==> src/rtl/led_counter_pkg.sv <==
// Shared types and default parameter values for the LED counter controller.
package led_counter_pkg;

  // Operating mode. Encoding 2'd3 is never produced; the FSM treats it as RUN.
  typedef enum logic [1:0] {
    RUN   = 2'd0,
    PAUSE = 2'd1,
    STEP  = 2'd2
  } mode_e;

  localparam int DEF_COUNTER_WIDTH   = 32;
  localparam int DEF_NUM_LEDS        = 10;
  localparam int DEF_LED_MSB         = 28;
  localparam int DEF_MOD_VALUE       = 0;
  localparam int DEF_DEBOUNCE_CYCLES = 16;

endpackage

==> src/rtl/btn_debounce.sv <==
// Push-button conditioning: a 2-flop synchroniser, a stability debouncer and a
// rising-edge detector. One press pulse is produced per debounced press.
module btn_debounce
  import led_counter_pkg::*;
#(
  parameter int DEBOUNCE_CYCLES = DEF_DEBOUNCE_CYCLES
) (
  input  logic clk,
  input  logic rst,
  input  logic raw,
  output logic press
);

  localparam int CW = (DEBOUNCE_CYCLES > 1) ? $clog2(DEBOUNCE_CYCLES) : 1;
  localparam logic [CW-1:0] CNT_LAST = CW'(DEBOUNCE_CYCLES - 1);

  logic          sync1;
  logic          sync2;
  logic          level;
  logic [CW-1:0] cnt;

  // Synchronise, then flip the debounced level only after DEBOUNCE_CYCLES
  // consecutive samples that disagree with it. The press pulse is raised in
  // the same edge that the level rises, so holding the button yields one pulse.
  always_ff @(posedge clk or posedge rst) begin
    if (rst) begin
      sync1 <= 1'b0;
      sync2 <= 1'b0;
      level <= 1'b0;
      cnt   <= '0;
      press <= 1'b0;
    end else begin
      sync1 <= raw;
      sync2 <= sync1;
      press <= 1'b0;
      if (sync2 == level) begin
        cnt <= '0;
      end else if (cnt == CNT_LAST) begin
        level <= sync2;
        cnt   <= '0;
        press <= sync2;
      end else begin
        cnt <= cnt + CW'(1);
      end
    end
  end

endmodule

==> src/rtl/led_counter_ctrl.sv <==
// Up/down counter with optional modulus, driven by a three-mode FSM
// (RUN / PAUSE / STEP) that advances on a debounced push-button press.
// The LED bus is a live slice of the counter.
module led_counter_ctrl
  import led_counter_pkg::*;
#(
  parameter int COUNTER_WIDTH   = DEF_COUNTER_WIDTH,
  parameter int NUM_LEDS        = DEF_NUM_LEDS,
  parameter int LED_MSB         = DEF_LED_MSB,
  parameter int MOD_VALUE       = DEF_MOD_VALUE,
  parameter int DEBOUNCE_CYCLES = DEF_DEBOUNCE_CYCLES
) (
  input  logic                     clk,
  input  logic                     rst,
  input  logic                     en,
  input  logic                     dir_sw,
  input  logic                     btn,
  output logic [COUNTER_WIDTH-1:0] count,
  output logic [NUM_LEDS-1:0]      led,
  output logic                     wrap,
  output logic [1:0]               mode
);

  // Highest legal count: MOD_VALUE-1, or all ones for natural binary wrap.
  // Using the same limit for both cases keeps the up/down wrap logic uniform.
  localparam logic [COUNTER_WIDTH-1:0] MOD_MAX =
    (MOD_VALUE > 0) ? COUNTER_WIDTH'(MOD_VALUE - 1) : {COUNTER_WIDTH{1'b1}};

  // Handshake note: there is no valid/ready pair here. 'press' is a one-cycle
  // strobe consumed unconditionally by the mode FSM in the cycle it is high;
  // 'step_en' is a one-cycle strobe consumed by the counter in the same way.

  logic                     dir_sync1;
  logic                     dir_sync2;
  logic                     press;
  logic                     en_q;
  mode_e                    mode_q;
  mode_e                    mode_next;
  logic                     step_en;
  logic [COUNTER_WIDTH-1:0] count_q;
  logic [COUNTER_WIDTH-1:0] count_next;
  logic                     wrap_q;
  logic                     wrap_next;

  btn_debounce #(
    .DEBOUNCE_CYCLES (DEBOUNCE_CYCLES)
  ) u_btn_debounce (
    .clk   (clk),
    .rst   (rst),
    .raw   (btn),
    .press (press)
  );

  // Direction switch synchroniser and enable history for STEP edge detection.
  always_ff @(posedge clk or posedge rst) begin
    if (rst) begin
      dir_sync1 <= 1'b0;
      dir_sync2 <= 1'b0;
      en_q      <= 1'b0;
    end else begin
      dir_sync1 <= dir_sw;
      dir_sync2 <= dir_sync1;
      en_q      <= en;
    end
  end

  // Mode state register.
  always_ff @(posedge clk or posedge rst) begin
    if (rst) begin
      mode_q <= RUN;
    end else begin
      mode_q <= mode_next;
    end
  end

  // Mode transitions and per-mode step qualification. The step decision uses
  // the current mode, so a press in the same cycle only affects later cycles.
  always_comb begin
    mode_next = mode_q;
    step_en   = 1'b0;
    case (mode_q)
      RUN: begin
        step_en = en;
        if (press) mode_next = PAUSE;
      end
      PAUSE: begin
        if (press) mode_next = STEP;
      end
      STEP: begin
        step_en = en & ~en_q;
        if (press) mode_next = RUN;
      end
      default: begin
        mode_next = RUN;
      end
    endcase
  end

  // Next count and wrap flag; wrap marks the cycle the wrapped value appears.
  always_comb begin
    count_next = count_q;
    wrap_next  = 1'b0;
    if (step_en) begin
      if (!dir_sync2) begin
        if (count_q == MOD_MAX) begin
          count_next = '0;
          wrap_next  = 1'b1;
        end else begin
          count_next = count_q + COUNTER_WIDTH'(1);
        end
      end else begin
        if (count_q == '0) begin
          count_next = MOD_MAX;
          wrap_next  = 1'b1;
        end else begin
          count_next = count_q - COUNTER_WIDTH'(1);
        end
      end
    end
  end

  // Counter and wrap registers.
  always_ff @(posedge clk or posedge rst) begin
    if (rst) begin
      count_q <= '0;
      wrap_q  <= 1'b0;
    end else begin
      count_q <= count_next;
      wrap_q  <= wrap_next;
    end
  end

  assign count = count_q;
  assign wrap  = wrap_q;
  assign mode  = mode_q;
  assign led   = count_q[LED_MSB -: NUM_LEDS];

endmodule

==> config.mk <==
export PLATFORM = sky130hd
export DESIGN_NAME = led_counter_ctrl
export DESIGN_NICKNAME = d
export VERILOG_FILES = /design/src/rtl/led_counter_pkg.sv /design/src/rtl/btn_debounce.sv /design/src/rtl/led_counter_ctrl.sv
export SDC_FILE = /design/constraint.sdc
export NUM_CORES = 1
export LEC_CHECK = 0
export ABC_AREA = 1
export BUFFER_PORTS_ARGS = -buffer_cell sky130_fd_sc_hd__buf_2
export CORE_MARGIN = 3
export CORE_UTILIZATION = 45
export CTS_CLUSTER_DIAMETER = 50
export CTS_CLUSTER_SIZE = 28
export DETAILED_ROUTE_END_ITERATION = 12
export HOLD_SLACK_MARGIN = 0.08
export PLACE_DENSITY = 0.66
export SYNTH_ARGS = -nofsm -noshare
export SYNTH_HDL_FRONTEND = slang
export SYNTH_SLANG_ARGS = --single-unit
==> constraint.sdc <==
create_clock -name clk -period 3.85 [get_ports clk]
set_input_delay 0.385 -clock clk [delete_from_list [all_inputs] [get_ports clk]]
set_output_delay 0.385 -clock clk [all_outputs]
set_load 0.02 [all_outputs]
Word-level counts from Yosys, hierarchy flattened
Index checks and enable logic that the tools add are counted.

cells by class
  add/sub/neg operators = 3
  multipliers = 0
  divide/modulo/power cells = 0
  magnitude comparators = 0
  eq/ne operators = 8
  shift-type cells = 0
  muxes and demuxes = 16
  bitwise operators = 3
  reductions and logical operators = 4

operators with widths
  kind                   count
  $mux 32                3
  $add 32x1->32 const B  1
  $eq 32x32->1 const B   1
  $logic_not 32->1       1
  $sub 32x1->32 const B  1
  $mux 4                 2
  $mux 1                 6
  $mux 2                 3
  $ne 2x1->1 const B     3
  $pmux 2 s3             1
  $add 4x1->4 const B    1
  $eq 4x4->1 const B     1
  $reduce_and 3->1       1
  $eq 2x1->1 const B     1
  $eq 2x2->1 const B     1
  $logic_not 2->1        1
  $not 1->1              2
  $pmux 1 s2             1
  $reduce_and 2->1       1
  $and 1x1->1            1
  $eq 1x1->1             1

storage, ports and cells
  register bits = 46
  latch bits = 0
  bits in writable memories = 0
  ROM bits = 0
  input port bits = 5
  output and inout port bits = 45
  logic and storage cells = 45
  memories kept = 0

Logic depth before layout (Yosys ltp)
Gate-level depths: netlist of run 1.

  depth in word-level cells = 4
  depth in mapped cells = 13
  depth with buffers taken out = 13

By module
Synthesis of run 1 repeated with hierarchy kept, for this count alone.

second synthesis, totals
  cell total of the unflattened synthesis = 720
  area total of the unflattened synthesis = 4246.6 µm²

by module, submodules not included
  module            instances  cells an instance  area each (µm²)  seq. area each (µm²)
  led_counter_ctrl  1          686                3918.8           950.9
  btn_debounce      1          34                 327.8            200.2

Least setup slack after synthesis of run 1
No wires, ideal clock.

  path kind = flip-flop to flip-flop
  start = register count_q[0] (netlist: count[0])
  end = register count_q[22] (netlist: count[22])
  setup time = 0.113 ns
  arrival time = 1.702 ns
  data required time = 3.737 ns
  path slack = 2.035 ns
  cell stages (with the launch flop) = 14
  path buffers = 0
  clock period less this slack = 1.815 ns
  cells stage by stage = dfrtp_1 -> inv_1 -> ha_1 -> nand2_1 -> nor2_1 -> nand2_1 -> inv_1 -> nand2_1 -> nand2_1 -> nand2_1 -> nand2_1 -> nand3_2 -> nand2_1 -> inv_1

on the way
  longest elaborated chain between the ends = 3
  elaborated cells on any way between the ends = 7
  those cells by class = 2 x add/sub; 1 x eq/ne; 3 x mux; 1 x reduce/logical

ends and longest elaborated chain
  element                                      RTL line                                          RTL
  start: declaration                           led_counter_ctrl.sv:40                            logic [COUNTER_WIDTH-1:0] count_q;
  start signal: assignment                     led_counter_ctrl.sv:128                           count_q <= count_next;
  $add 32x1->32, or another cell as far along  led_counter_ctrl.sv:109                           count_next = count_q + COUNTER_WIDTH'(1);
  $mux 32 (on tied branches)                   led_counter_ctrl.sv:105, led_counter_ctrl.sv:112
  $mux 32 (*)                                  led_counter_ctrl.sv:104                           if (!dir_sync2) begin

Mark *: on every way between the ends. The rest lies on a longest branch, timed or not.
A chain may end at the register's enable or synchronous reset.

Worst setup path in the final report of run 1
  start = register count_q[1] (netlist: count[1])
  end = register count_q[15] (netlist: count[15])

Same word-level chain as after synthesis.

==> impl_metrics.tcl, run 1 <==
set metrics [dict create \
    setup_violations 0 \
    post_cts_resized 0 \
    synth_largest_area_cell "dfrtp_1" \
    synth_top_area_share_pct 26.9 \
    cp_cell_sequence "ha_1 > nand2_1 > nor2_4 > nand2_2 > nor2_4 > a21oi_4 > o21ai_0 > a21oi_1" \
    post-cts-setup-buffers 0 \
    worst_setup_path_end_kind "flip-flop" \
    dieArea_um2 10700 \
    avgSynthCellArea_um2 5.99 \
    dr.pass1.iters 5 \
    crit_path_frequent_cell "nor2_4" \
    antenna_left 0 \
    synth_nets 723 \
    regToRegSetupSlack_ns 1.80 \
    comb_power_share_pct 35.2 \
    multi_input_area_um2 2570 \
    synth_most_common_cell "nand2_1" \
    tightest_slew_ns 1.01 \
    cts-root-buf "clkbuf_8" \
    power.share.clock_pct 22.0 \
    finalCritPeriodShare_pct 53.2 \
    relSlewSlack_pct 32.4 \
    ys_seq_area_share_pct 26.9 \
    design_area_um2 4550 \
    drtIter0Drc 258 \
    syn_area_um2 4280 \
    hold_viol 0 \
    fp-row-count 34 \
    r2r_end "count[15]$_DFFE_PP0P_" \
    numCtsBuffers 5 \
    p_per_area_nw_per_um2 346 \
    fin_util_pct 50.7 \
    die_w_um 104 \
    fillers 933 \
    final_nets 749 \
    final.setup.tns_ns 0 \
    core_area_um2 8980 \
    status "complete, no violations" \
    p_seq_share_pct 42.8 \
    synthArstFlopShare_pct 100 \
    yosys_warnings 0 \
    hold_ws_ns 0.164 \
    drcViolationCount 0 \
    yosys.cell_types.count 33 \
    dp.cells 859 \
    startpoint "count[1]$_DFFE_PP0P_" \
    max_freq_mhz 488 \
    start_util_pct 47.7 \
    drv_cap 0 \
    crit_end "count[15]$_DFFE_PP0P_" \
    cts_num_sinks 46 \
    wire_per_inst_um 14.4 \
    routed_wl_um 12500 \
    cts_tree "built" \
    skew_ns 0.00858 \
    rsz0062_at_grt "no" \
    synth_edf_count 0 \
    ir_drop_mv 0.227 \
    p_int_mw 0.852 \
    slowest_stage "dfrtp_1" \
    place.gp.congestion 0.957 \
    area_growth_syn_to_layout_pct 6.29 \
    grtUsageTotal_pct 23.1 \
    cp_max_fo 16 \
    dp_hpwl_um 9510 \
    hold_start "btn" \
    ctsHtreeMaxLevel 2 \
    synth-main-ff-cell "dfrtp_1" \
    grt_pass1_vias 4021 \
    drive_above_1_share_pct 14.7 \
    pin_count 50 \
    ys_top_cells_by_count "nand2_1 (257), nor2_1 (117), inv_1 (77)" \
    grtUsageMet2_pct 39.5 \
    ys_seq_elements 46 \
    fin_cells 867 \
    p_sw_mw 0.720 \
    switching_share_pct 45.8 \
    cpPeakStageDelay_ns 0.45 \
    via_count 4473 \
    place.port_buffers 49 \
    clk_latency_ns 0.32 \
    ys_top_cells_by_area "dfrtp_1 (27%), nand2_1 (23%), nor2_1 (10%), nand3_1 (6.8%), inv_1 (6.8%)" \
    drv_slew 0 \
    grt_antenna_before_repair 0 \
    num_antenna_cells 0 \
    leakage_nw 2.32 \
    grt-ovfl-total 0 \
    viasPerCell 5.16 \
    crit_type "reg -> reg" \
    cts.path.max_buffers 2 \
    placed_cell_area_um2 4450 \
    period_minus_slack_ns 2.05 \
    arrival_ns 2.30 \
    startpoint_type "flip-flop" \
    cp.required_ns 4.10 \
    seq_area_um2 1150 \
    worstReg2RegStart "count[1]$_DFFE_PP0P_" \
    die_y_um 104 \
    reg2regPathDepth 8 \
    cts_hold_buffers 0 \
    hold_depth 1 \
    syn_inst 714 \
    hold_path.class "in -> reg" \
    use_met3_pct 3.36 \
    grt_pass1_wl_um 20300 \
    grt_max_degree 47 \
    grtUsageMet1_pct 30.6 \
    path_clk_slew_ns 0.11 \
    top_usage_layer "met2" \
]
## per-layer routing
metal  share of wire [%]  routed length (um)
met5                   0                   0
met4                 1.9                 232
met3                 6.0                 750
met2                  47                5940
met1                  45                5590
## stage by stage
stage	setup WS, ns	total power, mW
finish	1.80	1.57
global placement	1.83	1.23
CTS	1.80	1.58
floorplan	2.04	1.09
global route	1.57	1.69
detailed placement	1.83	1.23
## how the worst min path moves through the flow
stage                                           endpoint  slack (ns)
after CTS                            dir_sync1$_DFF_PP0_        0.15
final                     u_btn_debounce.sync1$_DFF_PP0_        0.16
after detailed placement  u_btn_debounce.sync2$_DFF_PP0_        0.34
after global routing      u_btn_debounce.sync1$_DFF_PP0_        0.15
after floorplan                      dir_sync2$_DFF_PP0_        0.33
after global placement    u_btn_debounce.sync2$_DFF_PP0_        0.33
## flip-flops by register name, indices dropped and copies added, names as in the netlist
register              flops
u_btn_debounce.press      1
u_btn_debounce.level      1
dir_sync1                 1
wrap                      1
count                    32
en_q                      1
mode                      2
dir_sync2                 1
u_btn_debounce.sync1      1
u_btn_debounce.sync2      1
u_btn_debounce.cnt        4
## layout by cell type (no fill, tap or decap), drive strengths merged
cell / count
xor2: 17
buf: 52
nor2: 140
dfrtp: 46
nand4: 8
ha: 4
a31oi: 5
o21ai: 23
a21oi: 17
nand3: 67
clkinv: 2
nor3: 4
clkbuf: 5
nand2: 265
nand3b: 1
and2: 1
inv: 82
or2: 2
## cells by family (layout without fill, tap and decap cells)
logic type,count (synthesis),after routing,synth area share [%]
compound gates,45,45,5.76
buf+inv,114,141,13.1
xor+xnor,17,17,3.48
flops,46,46,26.9
simple gates,488,488,49.6
fa+ha+maj,4,4,1.17
## power by group through the flow
| stage | sequential [mW] | clock (mW) | combinational (mW) |
|---|---|---|---|
| 2_1_floorplan | 0.675 | 0 | 0.418 |
| 6_report | 0.673 | 0.346 | 0.553 |
| 3_3_place_gp | 0.676 | 0 | 0.549 |
| 4_1_cts | 0.670 | 0.360 | 0.554 |
| 3_5_place_dp | 0.680 | 0 | 0.552 |
| 5_1_grt | 0.687 | 0.379 | 0.620 |
## cell type report
class | count | area share (%)
repair buffers | 52 | 5.89
clock buffers | 5 | 1.51
clock inverters | 3 | 0.633
multi-input cells | 554 | 56.4
well taps | 126 | 3.47
flip-flops and latches | 46 | 25.3
inverters | 81 | 6.74
## worst max-delay path: cells and delay by family, from the launching register on
family                   cells  cell delay, ns
adder cells (fa/ha/maj)      1            0.28
AND/OR/NAND/NOR              4            0.44
flip-flops                   1            0.45
AO/OA/AOI/OAI                3            0.79
No activity file was read; power rests on OpenSTA's default activity.
==> run 2: changes to the inputs <==
--- a/config.mk
+++ b/config.mk
@@ -5,7 +5,7 @@
 export SDC_FILE = /design/constraint.sdc
 export NUM_CORES = 1
 export LEC_CHECK = 0
-export ABC_AREA = 1
+export ABC_AREA = 0
 export BUFFER_PORTS_ARGS = -buffer_cell sky130_fd_sc_hd__buf_2
 export CORE_MARGIN = 3
 export CORE_UTILIZATION = 45
@@ -13,7 +13,7 @@
 export CTS_CLUSTER_SIZE = 28
 export DETAILED_ROUTE_END_ITERATION = 12
 export HOLD_SLACK_MARGIN = 0.08
-export PLACE_DENSITY = 0.66
+export PLACE_DENSITY = 0.67
 export SYNTH_ARGS = -nofsm -noshare
 export SYNTH_HDL_FRONTEND = slang
 export SYNTH_SLANG_ARGS = --single-unit
==> constraint.sdc (replaced) <==
create_clock -name clk -period 1.9 [get_ports clk]
set_input_delay 0.19 -clock clk [delete_from_list [all_inputs] [get_ports clk]]
set_output_delay 0.19 -clock clk [all_outputs]
set_load 0.02 [all_outputs]
==> impl_metrics.tcl, run 2 <==
set metrics [dict create \
    cts_num_sinks 46 \
    synth_most_common_cell "dfrtp_1" \
    path_delay_family "simple AND/OR/NAND/NOR gates" \
    drcViolationCount 0 \
    grt_pass1_wl_um 21600 \
    syn_inst 458 \
    skew_ns 0.00600 \
    synth_largest_area_cell "dfrtp_1" \
    cts-root-buf "clkbuf_8" \
    relSlewSlack_pct 62.9 \
    design_area_um2 5430 \
    reg2regPathDepth 7 \
    start_util_pct 46.7 \
    pre_cts_slack_ns -0.685 \
    status "finished with violations" \
    hold_path.class "reg -> reg" \
    routed_wl_um 13800 \
    cts.path.max_buffers 2 \
    grtUsageTotal_pct 30.3 \
    viasPerCell 6.46 \
    crit_type "reg -> reg" \
    antenna_left 0 \
    regToRegSetupSlack_ns -0.68 \
    period_minus_slack_ns 2.58 \
    path_clk_slew_ns 0.10 \
    cp.required_ns 2.10 \
    wire_per_inst_um 19.9 \
    avgSynthCellArea_um2 7.91 \
    leakage_nw 2.34 \
    slowest_stage "or4_4" \
    largest_reg_flops 32 \
    dieArea_um2 9170 \
    rsz0062_at_grt "yes" \
    grt_pass1_vias 4165 \
    fillers 598 \
    setup_violations 33 \
    cpPeakStageDelay_ns 0.56 \
    synth-main-ff-cell "dfrtp_1" \
    synth_nets 467 \
    yosys_warnings 0 \
    dp_hpwl_um 9740 \
    synthArstFlopShare_pct 100 \
    ys_seq_elements 46 \
    ys_top_cells_by_area "dfrtp_1 (32%), o21ai_0 (5.2%), a21oi_1 (4.4%), clkbuf_1 (3.6%), nand2_1 (3.4%)" \
    max_freq_mhz 387 \
    place.port_buffers 49 \
    hold_viol 0 \
    crit_path_frequent_cell "or4_4" \
    cp_max_fo 2 \
    pin_count 50 \
    r2r_end "count[30]$_DFFE_PP0P_" \
    yosys.cell_types.count 63 \
    tightest_slew_ns 0.555 \
    crit_end "count[30]$_DFFE_PP0P_" \
    startpoint "count[9]$_DFFE_PP0P_" \
    finalWorstSetupSlack_ns -0.684 \
    p_per_area_nw_per_um2 831 \
    ys_top_cells_by_count "dfrtp_1 (46), o21ai_0 (38), clkbuf_1 (35)" \
    dr.pass1.iters 7 \
    finalCritPeriodShare_pct 136 \
    placed_cell_area_um2 4870 \
    ir_drop_mv 0.623 \
    fp-row-count 32 \
    startpoint_type "flip-flop" \
    drv_slew 0 \
    layout_common_cells "buf_4 (107), buf_2 (49), nand2_1 (31), dfrtp_1 (31), nor2_1 (27)" \
    cts_tree "built" \
    syn_area_um2 3620 \
    die_w_um 95.8 \
    path_depth 7 \
    core_area_um2 7770 \
    die_y_um 95.8 \
    ys_seq_area_share_pct 31.8 \
    drtIter0Drc 398 \
    synth_top_area_share_pct 31.8 \
    place.gp.congestion 1.00 \
    grt_antenna_before_repair 0 \
    grt_max_degree 33 \
    numCtsBuffers 5 \
    cp_cell_sequence "or4_4 > buf_6 > or4_4 > or4_4 > nor2_2 > a31oi_1 > o22a_1" \
    worst_setup_path_end_kind "flip-flop" \
    drv_cap 0 \
    num_antenna_cells 0 \
    clk_latency_ns 0.31 \
    grt-ovfl-total 0 \
    violations "setup timing" \
    ctsHtreeMaxLevel 2 \
    layout_commonest_cell "buf_4" \
    area_growth_syn_to_layout_pct 49.8 \
    synth_edf_count 0 \
    drive_above_1_share_pct 47.6 \
    worstReg2RegStart "count[9]$_DFFE_PP0P_" \
    via_count 4493 \
    final_nets 601 \
    cp.buffers_inverters 1 \
    arrival_ns 2.79 \
]
run 2: metal layers:
layer  vias to the layer above  global-route usage (%)  routed length, um
met5                         -                       0                  0
met4                         0                    12.4                704
met3                        73                    5.47               1380
met2                       306                    49.2               6450
met1                      2115                    39.8               5290
li1                       1999                       -                  -
run 2: area by class of cell:
| type | count | area (um2) | share of cell area [%] |
|---|---|---|---|
| Multi-Input combinational cell | 348 | 2640 | 48.6 |
| Timing Repair Buffer | 181 | 1360 | 25.0 |
| Sequential cell | 46 | 1170 | 21.5 |
| Tap cell | 102 | 128 | 2.35 |
| Clock buffer | 5 | 68.8 | 1.27 |
| Inverter | 10 | 37.5 | 0.691 |
| Clock inverter | 3 | 26.3 | 0.484 |
run 2: worst min path at each step:
| stage | from | slack, ns | cells past startpoint | end |
|---|---|---|---|---|
| final | u_btn_debounce.sync1$_DFF_PP0_ | 0.36 | 0 | u_btn_debounce.sync2$_DFF_PP0_ |
| after CTS | u_btn_debounce.sync1$_DFF_PP0_ | 0.37 | 0 | u_btn_debounce.sync2$_DFF_PP0_ |
| after global routing | u_btn_debounce.sync1$_DFF_PP0_ | 0.38 | 0 | u_btn_debounce.sync2$_DFF_PP0_ |
| after global placement | rst | 0.26 | 2 | mode[0]$_DFFE_PP0P_ |
| after floorplan | dir_sw | 0.22 | 0 | dir_sync1$_DFF_PP0_ |
| after detailed placement | rst | 0.27 | 2 | mode[0]$_DFFE_PP0P_ |
run 2: kinds of logic (layout without fill, tap and decap cells):
group	after synthesis	after routing	synth area share [%]
xor gates and xnor gates	12	12	2.90
AOI/OAI and AO/OA	132	132	23.6
DFF	46	46	31.8
adders and majority gates	4	4	1.38
buffers and inverters	64	199	8.15
and+or+nand+nor	191	191	29.7
muxes	9	9	2.55
run 2: timing repair:
item,in CTS,in global routing
endpoints found under the setup margin,33,33
pin swaps,19,31
buffers inserted,3,8
hold buffers,4,0
gates resized for setup,39,37
hold endpoints to repair,27,0
run 2: per-stage QoR:
step	TNS, ns	instances	hold slack [ns]	total power, mW	utilization [%]
6_report	-16.92	695	0.360	4.51	69.9
5_1_grt	-19.11	695	0.383	4.78	69.9
4_1_cts	-14.93	688	0.369	4.33	67.0
3_5_place_dp	-15.57	673	0.268	3.54	62.7
3_3_place_gp	-14.71	673	0.263	3.51	62.7
2_1_floorplan	-12.79	458	0.221	2.70	-
run 2: where the power goes:
group	total, mW	switching (mW)	internal [mW]
clock network	0.680	0.406	0.275
logic	2.55	1.45	1.10
registers	1.29	0.136	1.15
total	4.51	1.99	2.52
